<file path="config.mk">
export PLATFORM = sky130hd
export DESIGN_NAME = cnt_run_ctrl_flat
export DESIGN_NICKNAME = d
export VERILOG_FILES = /design/src/rtl/cnt_run_ctrl_pkg.sv /design/src/rtl/cnt_run_ctrl_if.sv /design/src/rtl/cnt_run_ctrl_sat_cnt.sv /design/src/rtl/cnt_run_ctrl.sv /design/src/flat_wrapper.sv
export SDC_FILE = /design/constraint.sdc
export NUM_CORES = 1
export LEC_CHECK = 0
export BUFFER_PORTS_ARGS = -buffer_cell sky130_fd_sc_hd__buf_4
export CAP_MARGIN = 0
export CELL_PAD_IN_SITES_DETAIL_PLACEMENT = 0
export CELL_PAD_IN_SITES_GLOBAL_PLACEMENT = 1
export CORE_MARGIN = 4
export CORE_UTILIZATION = 50
export CTS_CLUSTER_DIAMETER = 40
export DETAILED_ROUTE_END_ITERATION = 8
export PLACE_DENSITY_LB_ADDON = 0.12
export SLEW_MARGIN = 5
export SYNTH_ARGS = -nofsm -noshare
export SYNTH_HDL_FRONTEND = slang
export SYNTH_HIERARCHICAL = 1
export SYNTH_SLANG_ARGS = --single-unit
export TNS_END_PERCENT = 10
</file>
<file path="constraint.sdc">
create_clock -name clk -period 4.22 [get_ports clk]
set_input_delay 0.211 -clock clk [delete_from_list [all_inputs] [get_ports clk]]
set_output_delay 0.211 -clock clk [all_outputs]
set_load 0.03 [all_outputs]
</file>
<file path="src/rtl/cnt_run_ctrl_pkg.sv">
// Shared definitions for the counter run-window controller.
package cnt_run_ctrl_pkg;

   typedef enum logic [1:0] {
      ST_IDLE  = 2'd0,
      ST_CLEAR = 2'd1,
      ST_RUN   = 2'd2,
      ST_DUMP  = 2'd3
   } state_t;

endpackage

</file>
<file path="src/rtl/cnt_run_ctrl_if.sv">
// Result dump stream: one beat per counter, cycle count last, valid/ready handshake.
interface cnt_run_ctrl_if #(
   parameter int CNT_W  = 32,
   parameter int NUM_EV = 4
);
   localparam int IDX_W = $clog2(NUM_EV + 1);

   logic             dump_vld;
   logic             dump_rdy;
   logic [IDX_W-1:0] dump_idx;
   logic [CNT_W-1:0] dump_data;
   logic             dump_last;

   modport master (output dump_vld, dump_idx, dump_data, dump_last, input dump_rdy);
   modport slave  (input dump_vld, dump_idx, dump_data, dump_last, output dump_rdy);
endinterface

</file>
<file path="src/rtl/cnt_run_ctrl_sat_cnt.sv">
// Saturating up-counter; synchronous clear beats enable, sticks at all-ones.
module cnt_run_ctrl_sat_cnt #(
   parameter int CNT_W = 32
) (
   input  logic             clk,
   input  logic             rst,
   input  logic             clr,
   input  logic             en,
   output logic [CNT_W-1:0] q
);
   logic [CNT_W-1:0] cnt_q;
   logic [CNT_W-1:0] cnt_d;

   always_comb begin
      cnt_d = cnt_q;
      if (clr) begin
         cnt_d = '0;
      end else if (en && (cnt_q != '1)) begin
         cnt_d = cnt_q + CNT_W'(1);
      end
   end

   always_ff @(posedge clk) begin
      if (rst) begin
         cnt_q <= '0;
      end else begin
         cnt_q <= cnt_d;
      end
   end

   assign q = cnt_q;
endmodule

</file>
<file path="src/rtl/cnt_run_ctrl.sv">
// Run-window controller: start edge arms, CLEAR zeroes counters, RUN counts, DUMP serialises results.
// Start pulse -> run two cycles later; sys_done or limit -> dump_vld next cycle; beats held until dump_rdy.
module cnt_run_ctrl
   import cnt_run_ctrl_pkg::*;
#(
   parameter int CNT_W  = 32,
   parameter int NUM_EV = 4
) (
   input  logic              clk,
   input  logic              rst,
   input  logic              sys_start_i,
   input  logic              sys_done_i,
   input  logic [NUM_EV-1:0] ev_vld_i,
   input  logic [CNT_W-1:0]  cfg_max_cyc_i,
   output logic              busy_o,
   output logic              run_o,
   output logic              tmo_flag_o,
   cnt_run_ctrl_if.master    dump
);
   localparam int               IDX_W    = $clog2(NUM_EV + 1);
   localparam logic [IDX_W-1:0] LAST_IDX = IDX_W'(NUM_EV);

   state_t           state_q;
   logic             start_q;
   logic             busy_q;
   logic             run_q;
   logic             vld_q;
   logic             tmo_q;
   logic [IDX_W-1:0] idx_q;
   logic [CNT_W-1:0] lim_q;
   logic [CNT_W-1:0] cnt [NUM_EV+1];
   logic             start_pulse;
   logic             lim_hit;
   logic             clr;
   logic             last;
   logic [CNT_W-1:0] dump_mux;

   assign start_pulse = sys_start_i & ~start_q;
   assign clr         = (state_q == ST_CLEAR);
   // cnt[NUM_EV] is the cycle counter; the limit fires on the cycle that will make it reach L.
   assign lim_hit     = (lim_q != '0) && ((cnt[NUM_EV] + CNT_W'(1)) == lim_q);
   assign last        = (idx_q == LAST_IDX);

   for (genvar i = 0; i < NUM_EV; i++) begin : g_ev
      cnt_run_ctrl_sat_cnt #(.CNT_W(CNT_W)) u_ev_cnt (
         .clk (clk),
         .rst (rst),
         .clr (clr),
         .en  (run_q & ev_vld_i[i]),
         .q   (cnt[i])
      );
   end

   cnt_run_ctrl_sat_cnt #(.CNT_W(CNT_W)) u_cyc_cnt (
      .clk (clk),
      .rst (rst),
      .clr (clr),
      .en  (run_q),
      .q   (cnt[NUM_EV])
   );

   always_comb begin
      dump_mux = '0;
      for (int i = 0; i <= NUM_EV; i++) begin
         if (idx_q == IDX_W'(i)) dump_mux = cnt[i];
      end
   end

   always_ff @(posedge clk) begin
      if (rst) begin
         state_q <= ST_IDLE;
         start_q <= 1'b1;
         busy_q  <= 1'b0;
         run_q   <= 1'b0;
         vld_q   <= 1'b0;
         tmo_q   <= 1'b0;
         idx_q   <= '0;
         lim_q   <= '0;
      end else begin
         start_q <= sys_start_i;
         case (state_q)
            ST_IDLE: begin
               if (start_pulse) begin
                  state_q <= ST_CLEAR;
                  busy_q  <= 1'b1;
               end
            end
            ST_CLEAR: begin
               state_q <= ST_RUN;
               run_q   <= 1'b1;
               tmo_q   <= 1'b0;
               idx_q   <= '0;
               lim_q   <= cfg_max_cyc_i;
            end
            ST_RUN: begin
               if (sys_done_i || lim_hit) begin
                  state_q <= ST_DUMP;
                  run_q   <= 1'b0;
                  vld_q   <= 1'b1;
                  tmo_q   <= ~sys_done_i;
               end
            end
            ST_DUMP: begin
               if (dump.dump_rdy) begin
                  if (last) begin
                     state_q <= ST_IDLE;
                     busy_q  <= 1'b0;
                     vld_q   <= 1'b0;
                     idx_q   <= '0;
                  end else begin
                     idx_q <= idx_q + IDX_W'(1);
                  end
               end
            end
            default: state_q <= ST_IDLE;
         endcase
      end
   end

   assign busy_o         = busy_q;
   assign run_o          = run_q;
   assign tmo_flag_o     = tmo_q;
   assign dump.dump_vld  = vld_q;
   assign dump.dump_idx  = idx_q;
   assign dump.dump_data = dump_mux;
   assign dump.dump_last = vld_q & last;
endmodule

</file>
<file path="src/flat_wrapper.sv">
// flat-port wrapper written by rule: the top's interface ports become plain ports
module cnt_run_ctrl_flat import cnt_run_ctrl_pkg::*;
#(
   parameter int CNT_W  = 32,
   parameter int NUM_EV = 4
)
  (clk, rst, sys_start_i, sys_done_i, ev_vld_i, cfg_max_cyc_i, busy_o, run_o, tmo_flag_o, dump_dump_vld, dump_dump_idx, dump_dump_data, dump_dump_last, dump_dump_rdy);
  cnt_run_ctrl_if #(.CNT_W(CNT_W), .NUM_EV(NUM_EV)) dump_i ();
  input  logic clk;
  input  logic rst;
  input  logic sys_start_i;
  input  logic sys_done_i;
  input  logic [NUM_EV-1:0] ev_vld_i;
  input  logic [CNT_W-1:0] cfg_max_cyc_i;
  output logic busy_o;
  output logic run_o;
  output logic tmo_flag_o;
  output wire logic [$bits(dump_i.dump_vld)-1:0] dump_dump_vld;
  output wire logic [$bits(dump_i.dump_idx)-1:0] dump_dump_idx;
  output wire logic [$bits(dump_i.dump_data)-1:0] dump_dump_data;
  output wire logic [$bits(dump_i.dump_last)-1:0] dump_dump_last;
  input wire logic [$bits(dump_i.dump_rdy)-1:0] dump_dump_rdy;
  assign dump_dump_vld = dump_i.dump_vld;
  assign dump_dump_idx = dump_i.dump_idx;
  assign dump_dump_data = dump_i.dump_data;
  assign dump_dump_last = dump_i.dump_last;
  assign dump_i.dump_rdy = dump_dump_rdy;
  cnt_run_ctrl #(.CNT_W(CNT_W), .NUM_EV(NUM_EV)) u_core (.clk(clk), .rst(rst), .sys_start_i(sys_start_i), .sys_done_i(sys_done_i), .ev_vld_i(ev_vld_i), .cfg_max_cyc_i(cfg_max_cyc_i), .busy_o(busy_o), .run_o(run_o), .tmo_flag_o(tmo_flag_o), .dump(dump_i));
endmodule
</file>
Word-level counts from Yosys, hierarchy flattened
Index checks and enable logic that the tools add are counted.
Widths: inputs -> output; s select.
{"block": "op_classes", "addsub": 6, "multipliers": 0, "n_div": 0, "order_cmp": 0, "eq_ne": 17, "shifts": 0, "muxes": 23, "bitwise_logic": 8, "n_reduce_logical": 20}
{"op": "$add 32x1->32 const B", "count": 5}
{"op": "$mux 32", "count": 5}
{"op": "$ne 32x32->1 const B", "count": 5}
{"op": "$eq 32x32->1", "count": 1}
{"op": "$reduce_bool 32->1", "count": 1}
{"op": "$reduce_and 4->1", "count": 3}
{"op": "$mux 2", "count": 4}
{"op": "$pmux 1 s2", "count": 4}
{"op": "$pmux 2 s4", "count": 1}
{"op": "$reduce_bool 2->1", "count": 4}
{"op": "$and 1x1->1", "count": 6}
{"op": "$eq 3x2->1 const B", "count": 2}
{"op": "$logic_and 1x1->1", "count": 6}
{"op": "$mux 1", "count": 6}
{"op": "$mux 3", "count": 2}
{"op": "$ne 2x1->1 const B", "count": 3}
{"op": "$pmux 3 s2", "count": 1}
{"op": "$eq 2x2->1 const B", "count": 2}
{"op": "$reduce_and 2->1", "count": 2}
{"op": "$add 3x1->3 const B", "count": 1}
{"op": "$eq 3x1->1 const B", "count": 1}
{"op": "$eq 3x3->1 const B", "count": 1}
{"op": "$logic_not 3->1", "count": 1}
{"op": "$eq 2x1->1 const B", "count": 1}
{"op": "5 further kinds", "count": 6}
{"block": "totals", "regBits": 202, "latch_bits": 0, "mem_bits_rw": 0, "romBits": 0, "input_bits": 41, "output_inout_bits": 40, "word_cells": 87, "memories": 0}

Longest topological paths before layout
{"block": "depth", "depth_word": 6, "ltp_mapped": 10, "mapped_depth_nobuf": 9}

Hierarchy
The synthesis kept the hierarchy.
{"mod": "cnt_run_ctrl_sat_cnt", "instances": 5, "cells_per_inst": 198, "area_each_um2": 1620.3, "seq_area_each_um2": 640.6}
{"mod": "cnt_run_ctrl", "instances": 1, "cells_per_inst": 590, "area_each_um2": 4220.3, "seq_area_each_um2": 840.8}

Worst setup path after synthesis
OpenSTA, ideal clock, no wires.
{"block": "synth_path", "path_kind": "register to register", "from": "register u_core.u_cyc_cnt.cnt_q[0] (netlist: u_core/u_cyc_cnt/q[0])", "to": "register u_core.tmo_q (netlist: u_core/tmo_flag_o)", "setup_ns": 0.070, "arrival_time_ns": 2.797, "path_slack_ns": 1.353, "path_stages_with_launch": 10, "n_path_buf": 0, "period_less_slack_ns": 2.867, "path_cell_list": "dfxtp_1 ha_1 nand3_1 or3_1 a2111oi_0 a2bb2oi_1 o211ai_1 or4_4 or3_1 a21oi_1"}
{"block": "synth_via", "elab_chain_cells": 6}
{"item": "from (decl)", "line": "cnt_run_ctrl_sat_cnt.sv:11", "rtl": "logic [CNT_W-1:0] cnt_q;"}
{"item": "from (signal assigned)", "line": "cnt_run_ctrl_sat_cnt.sv:27", "rtl": "cnt_q <= cnt_d;"}
{"item": "$add 32x1->32", "line": "cnt_run_ctrl.sv:41", "rtl": "assign lim_hit = (lim_q != '0) && ((cnt[NUM_EV] + CNT_W'(1)) == lim_q);"}
{"item": "$eq 32x32->1", "line": "cnt_run_ctrl.sv:41"}
{"item": "$logic_and 1x1->1", "line": "cnt_run_ctrl.sv:41"}
{"item": "$logic_or 1x1->1", "line": "cnt_run_ctrl.sv:96", "rtl": "if (sys_done_i || lim_hit) begin"}
{"item": "$ne 2x1->1 (no line)"}
{"item": "$reduce_and 2->1 (no line)"}
{"item": "to (signal assigned)", "line": "cnt_run_ctrl.sv:100", "rtl": "tmo_q <= ~sys_done_i;"}
{"item": "to (decl)", "line": "cnt_run_ctrl.sv:28", "rtl": "logic tmo_q;"}
Every way passes these cells.
A chain may end at the register's enable or synchronous reset.

Worst setup path in the final report
{"block": "layout_path", "from": "register u_core.idx_q[0] (netlist: u_core/dump.dump_idx[0])", "to": "output port dump_dump_data[13]"}
{"block": "layout_via", "elab_chain_cells": 6}
{"item": "from (decl)", "line": "cnt_run_ctrl.sv:29", "rtl": "logic [IDX_W-1:0] idx_q;"}
{"item": "from (signal assigned)", "line": "cnt_run_ctrl.sv:111", "rtl": "idx_q <= idx_q + IDX_W'(1);"}
{"item": "$logic_not 3->1", "line": "cnt_run_ctrl.sv:65", "rtl": "if (idx_q == IDX_W'(i)) dump_mux = cnt[i];"}
{"item": "$mux 32 (4 in a row)", "line": "cnt_run_ctrl.sv:65"}
{"item": "$mux 32 *", "line": "cnt_run_ctrl.sv:65"}
{"item": "to (decl)", "line": "flat_wrapper.sv:20", "rtl": "output wire logic [$bits(dump_i.dump_data)-1:0] dump_dump_data;"}
Every way passes the cells marked *; elsewhere a longest branch is shown, timed or not.

==> impl_metrics.ini <==
[outcome]
status = completed

[detailed_routing]
wl_um = 39200
residual_drc = 0
post_drt_via_cell_ratio = 6.31
drt_iter0_markers = 1158
wl_per_cell_um = 19.5
router_iterations_before_antenna_repair = 6
antenna_viol_nets_final = 0
detailroute.via_count = 12700

[flow_run]
maxCapViolations = 0

[sta]
final_period_minus_worst_setup_slack_ns = 3.43
post-route-period-util_pct = 81.3
unrepaired_setup_endpoints_after_global_routing = false
setup_viol = 0
report.final.hold_viol_count = 0
final.setup.tns_ns = 0
fin_clk_skew_ns = 0.0241
max_transition_margin_pct = 40.7
tightest_slew_ns = 0.887
achievable-frequency_mhz = 292
slew_viol_final = 0

[die]
die-area_um2 = 27200
placement_rows = 57
core_region_area_um2 = 24200
die_h_um = 165
floorplan.io_pins = 81
floorplan.die.width_um = 165
initial_utilization_pct = 50.8

[clocking]
tritoncts.num_buffers = 39
cts_resized = 0
cts-htree-levels = 2
cts_setup_buffers = 0
root_buffer_selected_by_cts = clkbuf_16
cts_hold_repair.buffers = 34
cts_buffer_depth = 3
clkSinkCount = 202
clk_latency_ns = 0.52
tritoncts = done
cts.reportedPaths.clkPinSlew_ns = 0.05

[global_route]
antenna_violations_before_repair = 0
overflow = 0
global_route_wire_length_before_repair_um = 61800
grt_util_all_layers_pct = 27.9
grt_pass1_vias = 11400
grt_max_degree = 55

[setup_path]
criticalPathCategory = reg -> out
worst_setup_path_startpoint = u_core/dump.dump_idx[0]
r2r_setup_slack_ns = 0.85
rr_startpoint = u_core/u_cyc_cnt/q[0]
crit_path_cell_trace = ha_1 > nor2b_2 > buf_4 > a22oi_1 > a211oi_1 > a21oi_1 > o21ai_0 > buf_4
dominant_cell_type_by_count_on_the_critical_path = buf_4
number_of_buffers_and_inverters_on_the_critical_path = 2
cp.required_ns = 4.01
setup.worst_path.start_class = flop
critPathSlowestCell = dfxtp_1
end_kind = output port
max_stage_delay_ns = 0.42
path_max_fanout = 24
crit_family = compound AO/OA/AOI/OAI gates
arrival_ns = 3.22

[yosys]
synth_enable_flop_cells = 0
postSynthRegisterBits = 202
synthCells = 1580
synth_fp_nets = 1636
ys_dominant_reg_cell = dfxtp_1
async_flop_share_pct = 0
synth_cell_types = 65
seq_area_frac_synth_pct = 32.8
yosysWarningCount = 6
synthesis.area_per_instance_um2 = 7.80
synthesized_cell_area_um2 = 12300

[cells_and_area]
fin_nets = 1719
layout_commonest_cell = dfxtp_1
final_util_pct = 60.8
areaGrowthSynthToFinish_pct = 19.6
layout-drive-gt1-share_pct = 12.4
final_cell_mix = dfxtp_1, nor2_1, nand2_1
antennaDiodeCount = 0

[power]
worst_ir_drop_vdd_v = 0.000286
power.leakage_nw = 4.93
power_per_cell_area_nw_per_um2 = 427

[placed_design]
dpl_wire_length_um = 28300
gpl_wtd_cong = 0.895
placement.io_buffers = 80

[hold_path]
timing.hold.worst.start = dump_dump_rdy
hold_path.class = in -> reg
-- stage by stage --
stage / hold WS [ns] / power (mW) / setup WS (ns) / std cells / area [µm²]
2_1_floorplan: 0.318 / 2.95 / 1.35 / 1580 / 12300
3_3_place_gp: 0.413 / 3.26 / 0.928 / 1912 / 13100
3_5_place_dp: 0.414 / 3.27 / 0.889 / 1912 / 13100
4_1_cts: 0.0381 / 6.33 / 0.875 / 2014 / 14700
5_1_grt: 0.0822 / 6.52 / 0.566 / 2014 / 14700
6_report: 0.0446 / 6.29 / 0.790 / 2014 / 14700
-- report_power, final --
group	switching, mW	total, mW	internal, mW
registers	0.154	2.17	2.02
clock network	1.04	3.01	1.97
logic	0.670	1.10	0.433
total	1.87	6.29	4.42
-- path summary, 6_finish.rpt --
path / end / cells after the start
min: u_core/dump.dump_idx[1] / 3
max reg2reg: u_core/state_q[1] / 9
max: dump_dump_data[13] / 8
min reg2reg: u_core/tmo_flag_o / 2
-- layout make-up --
type,count,area (µm²)
Clock buffer,50,1110
Clock inverter,18,178
Fill cell,2202,9510
Inverter,32,120
Multi-Input combinational cell,1255,7800
Sequential cell,202,4040
Tap cell,324,405
Timing Repair Buffer,133,1080
-- tightest hold or removal path: cells and delay by family --
family | cells | cell delay [ns]
AOI/OAI and AO/OA | 1 | 0.10
buffers and inverters | 1 | 0.12
and+or+nand+nor | 1 | 0.08
-- state kept, by name (all words and copies together) (netlist names) --
register	count
u_core/busy_o	1
u_core/start_q	1
u_core/tmo_flag_o	1
u_core/state_q	2
u_core/dump.dump_idx	3
u_core/run_o	1
u_core/dump.dump_vld	1
u_core/lim_q	32
u_core/u_cyc_cnt/q	32
u_core/g_ev.u_ev_cnt/q	128
-- metal layers --
metal	GRT usage (%)	vias to the layer above	wire (µm)
met5	0	-	0
met3	4.22	101	2350
met4	11.8	0	1690
met2	45.5	444	18200
met1	36.8	5971	17000
li1	-	6185	-
-- cell families after synthesis --
kind of cell	share of synthesized area (%)
compound gates	24.4
xor+xnor	4.98
fa+ha+maj	1.52
buf+inv	4.03
flops	32.8
mux	2.84
simple gates	29.4
-- synthesized netlist by cell type (all sizes together), types with 10 or more instances --
library cell	number	area [µm²]
nand4	61	457
nand3	74	370
a41o	15	150
buf	30	148
a31oi	27	169
or3	86	568
mux2i	35	350
o31ai	16	120
nor4	31	194
xnor2	46	403
nor2	159	597
o2111ai	10	119
xor2	24	210
ha	15	188
nand2	132	498
nor3	30	155
or4	32	282
and4	13	114
dfxtp	202	4040
a22oi	33	248
inv	32	120
o311ai	17	149
a21oi	120	601
clkbuf	61	229
and3	23	144
a211oi	46	345
o21ai	114	571
o211ai	16	120
Note: power is estimated with default switching activity, not from simulation.
